### config.mk
export PLATFORM = sky130hd
export DESIGN_NAME = ws2812_serializer
export DESIGN_NICKNAME = d
export VERILOG_FILES = /design/src/rtl/ws2812_pkg.sv /design/src/rtl/ws2812_serializer.sv
export SDC_FILE = /design/constraint.sdc
export NUM_CORES = 1
export LEC_CHECK = 0
export BUFFER_PORTS_ARGS = -buffer_cell sky130_fd_sc_hd__buf_2
export CORE_MARGIN = 3
export CORE_UTILIZATION = 50
export DETAILED_ROUTE_END_ITERATION = 16
export PLACE_DENSITY_LB_ADDON = 0.25
export SYNTH_ARGS = -nofsm -noshare
export SYNTH_HDL_FRONTEND = slang
export SYNTH_SLANG_ARGS = --single-unit
### constraint.sdc
create_clock -name clk -period 3.6 [get_ports clk]
set_clock_uncertainty 0.15 [all_clocks]
set_input_delay 1.08 -clock clk [delete_from_list [all_inputs] [get_ports clk]]
set_output_delay 1.08 -clock clk [all_outputs]
set_load 0.01 [all_outputs]
### src/rtl/ws2812_pkg.sv
// Shared constants and state encoding for the WS2812B string serializer.
// Timing defaults assume a 100 MHz clock.
package ws2812_pkg;

  localparam int unsigned PIXEL_W   = 24;
  localparam int unsigned T0H_CYC   = 40;
  localparam int unsigned T0L_CYC   = 85;
  localparam int unsigned T1H_CYC   = 80;
  localparam int unsigned T1L_CYC   = 45;
  localparam int unsigned LATCH_CYC = 6000;
  localparam int unsigned TIMER_W   = 13;

  typedef enum logic [1:0] {
    ST_IDLE  = 2'd0,
    ST_HIGH  = 2'd1,
    ST_LOW   = 2'd2,
    ST_LATCH = 2'd3
  } ws_state_e;

endpackage

### src/rtl/ws2812_serializer.sv
// WS2812B transmitter: serializes 24-bit pixels MSB first as NRZ pulse-width bits
// and inserts the latch gap after the last pixel of a frame.
module ws2812_serializer #(
  parameter int unsigned T0H_CYC   = ws2812_pkg::T0H_CYC,
  parameter int unsigned T0L_CYC   = ws2812_pkg::T0L_CYC,
  parameter int unsigned T1H_CYC   = ws2812_pkg::T1H_CYC,
  parameter int unsigned T1L_CYC   = ws2812_pkg::T1L_CYC,
  parameter int unsigned LATCH_CYC = ws2812_pkg::LATCH_CYC,
  parameter int unsigned TIMER_W   = ws2812_pkg::TIMER_W
) (
  input  logic        clk,
  input  logic        rst_n,
  input  logic [23:0] pix_data,
  input  logic        pix_last,
  input  logic        pix_valid,
  output logic        pix_ready,
  output logic        sdi,
  output logic        busy,
  output logic        underrun
);

  import ws2812_pkg::*;

  localparam logic [TIMER_W-1:0] T0H_M1   = TIMER_W'(T0H_CYC - 32'd1);
  localparam logic [TIMER_W-1:0] T0L_M1   = TIMER_W'(T0L_CYC - 32'd1);
  localparam logic [TIMER_W-1:0] T1H_M1   = TIMER_W'(T1H_CYC - 32'd1);
  localparam logic [TIMER_W-1:0] T1L_M1   = TIMER_W'(T1L_CYC - 32'd1);
  localparam logic [TIMER_W-1:0] LATCH_M1 = TIMER_W'(LATCH_CYC - 32'd1);
  localparam logic [TIMER_W-1:0] TIMER_0  = {TIMER_W{1'b0}};

  ws_state_e            state_r, next_state_s;
  logic [PIXEL_W-1:0]   shreg_r, shreg_s;
  logic [4:0]           bit_cnt_r, bit_cnt_s;
  logic [TIMER_W-1:0]   timer_r, timer_s;
  logic                 last_r, last_s;
  logic                 sdi_r, underrun_r, underrun_s;
  logic                 timer_done_s, word_end_s, ready_s, xfer_s;

  function automatic logic [TIMER_W-1:0] high_time(input logic bit_val);
    return bit_val ? T1H_M1 : T0H_M1;
  endfunction

  function automatic logic [TIMER_W-1:0] low_time(input logic bit_val);
    return bit_val ? T1L_M1 : T0L_M1;
  endfunction

  assign timer_done_s = (timer_r == TIMER_0);
  assign word_end_s   = (state_r == ST_LOW) && (bit_cnt_r == 5'd23) && timer_done_s;
  // The end of a frame's last pixel never acknowledges a waiting pixel.
  assign ready_s      = (state_r == ST_IDLE) || (word_end_s && !last_r);
  assign xfer_s       = pix_valid && ready_s;

  assign pix_ready = ready_s;
  assign busy      = (state_r != ST_IDLE);
  assign sdi       = sdi_r;
  assign underrun  = underrun_r;

  // Next-state, timer, shift register and bit counter logic.
  always_comb begin
    next_state_s = state_r;
    shreg_s      = shreg_r;
    bit_cnt_s    = bit_cnt_r;
    last_s       = last_r;
    underrun_s   = 1'b0;
    if (state_r == ST_IDLE) begin
      timer_s = timer_r;
    end else begin
      timer_s = timer_r - {{(TIMER_W-1){1'b0}}, 1'b1};
    end

    case (state_r)
      ST_IDLE: begin
        if (xfer_s) begin
          shreg_s      = pix_data;
          last_s       = pix_last;
          bit_cnt_s    = 5'd0;
          timer_s      = high_time(pix_data[23]);
          next_state_s = ST_HIGH;
        end else begin
          next_state_s = ST_IDLE;
        end
      end
      ST_HIGH: begin
        if (timer_done_s) begin
          timer_s      = low_time(shreg_r[PIXEL_W-1]);
          next_state_s = ST_LOW;
        end else begin
          next_state_s = ST_HIGH;
        end
      end
      ST_LOW: begin
        if (!timer_done_s) begin
          next_state_s = ST_LOW;
        end else if (bit_cnt_r != 5'd23) begin
          shreg_s      = {shreg_r[PIXEL_W-2:0], 1'b0};
          bit_cnt_s    = bit_cnt_r + 5'd1;
          timer_s      = high_time(shreg_r[PIXEL_W-2]);
          next_state_s = ST_HIGH;
        end else if (last_r) begin
          timer_s      = LATCH_M1;
          next_state_s = ST_LATCH;
        end else if (xfer_s) begin
          shreg_s      = pix_data;
          last_s       = pix_last;
          bit_cnt_s    = 5'd0;
          timer_s      = high_time(pix_data[23]);
          next_state_s = ST_HIGH;
        end else begin
          timer_s      = TIMER_0;
          underrun_s   = 1'b1;
          next_state_s = ST_IDLE;
        end
      end
      ST_LATCH: begin
        if (timer_done_s) begin
          timer_s      = TIMER_0;
          next_state_s = ST_IDLE;
        end else begin
          next_state_s = ST_LATCH;
        end
      end
      default: begin
        timer_s      = LATCH_M1;
        next_state_s = ST_LATCH;
      end
    endcase
  end

  // State and datapath registers; reset enters a full latch gap with the line low.
  always_ff @(posedge clk or negedge rst_n) begin
    if (!rst_n) begin
      state_r    <= ST_LATCH;
      timer_r    <= LATCH_M1;
      shreg_r    <= {PIXEL_W{1'b0}};
      bit_cnt_r  <= 5'd0;
      last_r     <= 1'b0;
      sdi_r      <= 1'b0;
      underrun_r <= 1'b0;
    end else begin
      state_r    <= next_state_s;
      timer_r    <= timer_s;
      shreg_r    <= shreg_s;
      bit_cnt_r  <= bit_cnt_s;
      last_r     <= last_s;
      sdi_r      <= (next_state_s == ST_HIGH);
      underrun_r <= underrun_s;
    end
  end

endmodule

==> impl_metrics.tcl, run 1 <==
set metrics [dict create \
    place_ws_ns 0.4980 \
    rows 25 \
    antenna_found_initial 0 \
    grt_max_degree 36 \
    cts_resized 0 \
    grt_pass1_vias 2155 \
    setup_viol 0 \
    num_antenna_cells 0 \
    htree_levels 2 \
    worstPathArrival_ns 2.18 \
    synth_area_um2 2616 \
    via_per_inst 5.901 \
    hold_viol 0 \
    fin_cells 372 \
    run_status "completed" \
    period_share_pct 94.71 \
    ys_seq_elements 47 \
    syn_inst 280 \
    reg2reg_from "timer_r[0]$_DFF_PN1_" \
    cts_tree "done" \
    grt_overflow 0 \
    crit_path_end_kind "output pin" \
    synth_edf_count 0 \
    r2r_slack_ns 0.66 \
    die_w_um 78.34 \
    required_ns 2.37 \
    crit_start "timer_r[0]$_DFF_PN1_" \
    via_count 2195 \
    drt-initial-drc-count 309 \
    crit_slowest_cell "or4b_2" \
    wl_mm 5.801 \
    core_um2 4880 \
    grt_use_total_pct 20.70 \
    dpl-instance-area_um2 2809 \
    fin_area_um2 2898 \
    timing.fmax_mhz 293.3 \
    synth_top_area_cell "dfrtp_1" \
    path_buf_inv 2 \
    synthArstFlopShare_pct 100.0 \
    cts.reportedPaths.clkPinSlew_ns 0.09 \
    critPathMaxStageDelay_ns 0.67 \
    maxCapViolations 0 \
    finalWorstSetupSlack_ns 0.1904 \
    period_minus_slack_ns 3.410 \
    cts_root_buffer "clkbuf_8" \
    setup_tns_ns 0 \
    dpl.hpwl_mm 4.060 \
    synth_area_per_cell_um2 9.344 \
    slew_headroom_pct 59.08 \
    dieArea_um2 6136 \
    cts_buffer_depth 2 \
    routabilityCongestion 0.9058 \
    ctsHoldBuffers 0 \
    final_antenna_net_count 0 \
    cts.sinks 47 \
    dp_cells 364 \
    p_leak_nw 1.269 \
    floorplan.initialDensity_pct 53.62 \
    synth_warnings 0 \
    num-fill-cells 449 \
    worstPathMaxFanout 5 \
    final_nets 335 \
    io_pins 32 \
    ys_seq_area_share_pct 45.53 \
    min_from "timer_r[2]$_DFF_PN1_" \
    start_kind "register" \
    drive_above_1_share_pct 26.56 \
    crit_family "simple AND/OR/NAND/NOR gates" \
    die_h_um 78.34 \
    worst_ir_drop_vdd_mv 0.2949 \
    drv_slew 0 \
    grt_pass1_wl_mm 10.32 \
    synthTopCellsByArea "dfrtp_1, dfstp_2, a21oi_2, o22ai_1, inv_1" \
    final_util_pct 59.38 \
    syn_nets 311 \
    rsz0062_at_grt "no" \
    wl_per_cell_um 15.59 \
    post_cts_buffers 0 \
    final_common_cell "dfrtp_1" \
    layout_common_cells "dfrtp_1, buf_2, inv_1" \
    tightest_slew_ns 0.6081 \
    ys_types 50 \
    io_buffer_count 31 \
    p_per_area_nw_per_um2 672.2 \
    synth_top_cell_area_share_pct 33.48 \
    numCtsBuffers 5 \
    synthFlopType "dfrtp_1" \
    path_cells "inv_1, ha_1, or4b_2, nor4_4, nand2_1, a21oi_1, buf_2" \
    area_growth_pct 10.76 \
    clk_latency_ns 0.30 \
    drcViolationCount 0 \
    path_class "register to output pin" \
    min_path_type "register to register" \
    firstDrtPassIters 4 \
]
cell families (layout without fill, tap and decap cells):
logic type,after synthesis,count (layout),share of synthesized area (%)
xor gates and xnor gates,6,6,2.009
buffers and inverters,50,75,8.082
adders and majority gates,3,3,1.435
DFF,47,47,45.53
AOI/OAI and AO/OA,103,103,27.50
and+or+nand+nor,71,71,15.45
final cells by class:
| cell class | instances | area [µm²] | share of cell area, % |
|---|---|---|---|
| inverter | 30 | 112.6 | 3.886 |
| multi-input combinational | 183 | 1221 | 42.14 |
| clock inverter | 2 | 16.27 | 0.5613 |
| sequential | 47 | 1191 | 41.11 |
| clock buffer | 6 | 72.57 | 2.504 |
| tap | 67 | 83.83 | 2.893 |
| timing repair buffer | 37 | 200.2 | 6.908 |
worst paths after layout:
check                                               end  cells past startpoint
worst max-delay path                          pix_ready                      7
worst min-delay path               timer_r[2]$_DFF_PN1_                      2
worst max register to register  shreg_r[13]$_DFFE_PN0P_                      9
worst min register to register     timer_r[2]$_DFF_PN1_                      2
max in group asynchronous          timer_r[5]$_DFF_PN1_                      2
min in group asynchronous          timer_r[7]$_DFF_PN0_                      1
cells in the mapped netlist, types with 3 or more instances:
| library cell | instances |
|---|---|
| or3_1 | 3 |
| nand2b_1 | 3 |
| a32oi_1 | 3 |
| o21ai_0 | 6 |
| clkbuf_1 | 11 |
| o2bb2ai_1 | 3 |
| o31ai_1 | 3 |
| a21oi_1 | 16 |
| buf_2 | 7 |
| o211ai_1 | 3 |
| ha_1 | 3 |
| a21o_1 | 3 |
| inv_1 | 30 |
| o22ai_1 | 23 |
| nor2_1 | 12 |
| nand3_1 | 8 |
| xnor2_1 | 6 |
| dfrtp_1 | 35 |
| o21ai_1 | 6 |
| nand2_1 | 13 |
| nor3b_1 | 3 |
| a21oi_2 | 20 |
| or4_1 | 4 |
| nor2b_1 | 3 |
| nor3_1 | 8 |
| dfstp_2 | 12 |
where the power goes:
group	leakage [nW]	switching (mW)	internal [mW]
combinational	0.684	0.334	0.298
clock	0.0418	0.184	0.140
sequential	0.543	0.189	0.804
total	1.27	0.707	1.24
layer usage:
metal / wire length [µm] / vias up / GRT usage, %
li1: - / 1065 / -
met1: 2632 / 1064 / 28.44
met2: 2782 / 53 / 32.02
met3: 287 / 13 / 4.472
met4: 99 / 0 / 8.042
met5: 0 / - / 0
worst min-delay path, stage by stage (launching register included):
cell     delay [ns]
dfstp_2        0.40
nand2_1        0.06
a21oi_1        0.06
registers in the layout (all words and copies together), names as in the netlist:
signal,cells
sdi,1
underrun,1
last_r,1
shreg_r,24
state_r,2
timer_r,13
bit_cnt_r,5
through the flow:
step / power [mW] / hold slack [ns]
2_1_floorplan: 1.468 / 0.3174
3_3_place_gp: 1.611 / 0.3408
4_1_cts: 1.963 / 0.3593
6_report: 1.948 / 0.3578
5_1_grt: 2.103 / 0.3898
3_5_place_dp: 1.629 / 0.3456
Power figures use the tool's default switching activity.
==> run 2, diff against run 1 <==
--- a/config.mk
+++ b/config.mk
@@ -11,4 +11,5 @@
 export DETAILED_ROUTE_END_ITERATION = 16
 export PLACE_DENSITY_LB_ADDON = 0.25
+export SKIP_LAST_GASP = 1
 export SYNTH_ARGS = -nofsm -noshare
 export SYNTH_HDL_FRONTEND = slang
==> constraint.sdc (replaced) <==
create_clock -name clk -period 3.6 [get_ports clk]
set_clock_uncertainty 0.15 [all_clocks]
set_input_delay 0.72 -clock clk [delete_from_list [all_inputs] [get_ports clk]]
set_output_delay 0.72 -clock clk [all_outputs]
set_load 0.01 [all_outputs]
==> impl_metrics.tcl, run 2 (synthesis results as in run 1) <==
set metrics [dict create \
    run_status "completed" \
    tightest_slew_ns 1.043 \
    crit_start "timer_r[0]$_DFF_PN1_" \
    cts_resized 0 \
    clk_latency_ns 0.31 \
    period_share_pct 88.12 \
    maxCapViolations 0 \
    crit_path_end_kind "output pin" \
    fin_cells 371 \
    grt_pass1_vias 2153 \
    place_ws_ns 0.7431 \
    wl_mm 5.912 \
    worst_ir_drop_vdd_mv 0.3231 \
    r2r_end "timer_r[2]$_DFF_PN1_" \
    num_antenna_cells 0 \
    worstPathMaxFanout 8 \
    final_antenna_net_count 0 \
    grt_overflow 0 \
    crit_end "pix_ready" \
    die_w_um 78.34 \
    largest_reg_flops 24 \
    reg2reg_from "timer_r[0]$_DFF_PN1_" \
    floorplan.initialDensity_pct 53.62 \
    p_per_area_nw_per_um2 675.7 \
    firstDrtPassIters 4 \
    hold_ws_ns 0.3658 \
    core_um2 4880 \
    layout_common_cells "dfrtp_1, buf_2, inv_1" \
    grt_max_degree 48 \
    ctsHoldBuffers 0 \
    p_leak_nw 1.275 \
    dpl.hpwl_mm 3.932 \
    setup_viol 0 \
    path_cells "inv_1, ha_1, or4b_2, nor4_4, buf_4, nand2_1, a21oi_1, buf_2" \
    cts.sinks 47 \
    io_pins 32 \
    rsz0062_at_grt "no" \
    htree_levels 2 \
    routabilityCongestion 0.9274 \
    cts_buffer_depth 2 \
    final_common_cell "dfrtp_1" \
    worstPathArrival_ns 2.30 \
    cts_tree "done" \
    cts_root_buffer "clkbuf_8" \
    numCtsBuffers 5 \
    grt_use_total_pct 20.94 \
    period_minus_slack_ns 3.172 \
    setup_tns_ns 0 \
    drcViolationCount 0 \
    die_h_um 78.34 \
    cts.reportedPaths.clkPinSlew_ns 0.08 \
    dieArea_um2 6136 \
    required_ns 2.73 \
    via_count 2154 \
    wl_per_cell_um 15.94 \
    rows 25 \
    r2r_slack_ns 0.78 \
    hold_viol 0 \
    area_growth_pct 10.71 \
    antenna_found_initial 0 \
    hold_depth 2 \
    drv_slew 0 \
    total_power_mw 1.957 \
    drive_above_1_share_pct 26.64 \
    critPathMaxStageDelay_ns 0.66 \
    post_cts_buffers 0 \
    top_register "shreg_r" \
    final_nets 335 \
    start_kind "register" \
    dp_cells 364 \
    ff2ff_path_depth 6 \
    path_class "register to output pin" \
    num-fill-cells 466 \
    largest_registers "shreg_r (24), timer_r (13), bit_cnt_r (5)" \
    drt-initial-drc-count 173 \
    finalWorstSetupSlack_ns 0.4277 \
    crit_slowest_cell "or4b_2" \
    via_per_inst 5.806 \
    slew_headroom_pct 30.46 \
    io_buffer_count 31 \
    timing.fmax_mhz 315.2 \
    grt_pass1_wl_mm 10.27 \
    min_path_type "register to register" \
]
run 2: per-layer routing:
metal | global-route usage (%) | wire [µm] | part of all wire [%]
met2 | 32.45 | 2791 | 47
met4 | 9.266 | 122 | 2.1
met3 | 4.472 | 288 | 4.9
met1 | 28.31 | 2710 | 46
met5 | 0 | 0 | 0
run 2: how the worst min path moves through the flow:
stage                                       start                        to  slack, ns
after floorplan                             rst_n  bit_cnt_r[0]$_DFFE_PN0P_       0.27
after global placement       timer_r[2]$_DFF_PN1_      timer_r[2]$_DFF_PN1_       0.34
after detailed placement     timer_r[2]$_DFF_PN1_      timer_r[2]$_DFF_PN1_       0.35
after CTS                    timer_r[2]$_DFF_PN1_      timer_r[2]$_DFF_PN1_       0.36
after global routing      shreg_r[23]$_DFFE_PN0P_   shreg_r[23]$_DFFE_PN0P_       0.39
final                     shreg_r[23]$_DFFE_PN0P_   shreg_r[23]$_DFFE_PN0P_       0.37
run 2: power by group:
| group | internal, mW | switching, mW | total [mW] |
|---|---|---|---|
| Sequential | 0.805 | 0.201 | 1.01 |
| Clock | 0.151 | 0.176 | 0.326 |
| Combinational | 0.297 | 0.328 | 0.625 |
run 2: cell type report:
class	count	area [µm²]	area share [%]
multi-input combinational	183	1221	42.16
clock buffer	6	82.58	2.851
clock inverter	1	5.005	0.1728
sequential	47	1191	41.12
tap	67	83.83	2.894
timing repair buffer	37	200.2	6.911
inverter	30	112.6	3.888
run 2: critical path: cells and delay by family (launching register included):
kind	cells	cell delay, ns
buffers and inverters	3	0.46
adders and majority gates	1	0.15
AOI/OAI and AO/OA	1	0.14
and+or+nand+nor	3	0.88
DFF	1	0.39
run 2: through the flow:
step,area [µm²],utilization [%]
2_1_floorplan,2616,-
3_5_place_dp,2809,57.56
6_report,2897,59.36
5_1_grt,2897,59.36
3_3_place_gp,2809,57.56
4_1_cts,2897,59.36
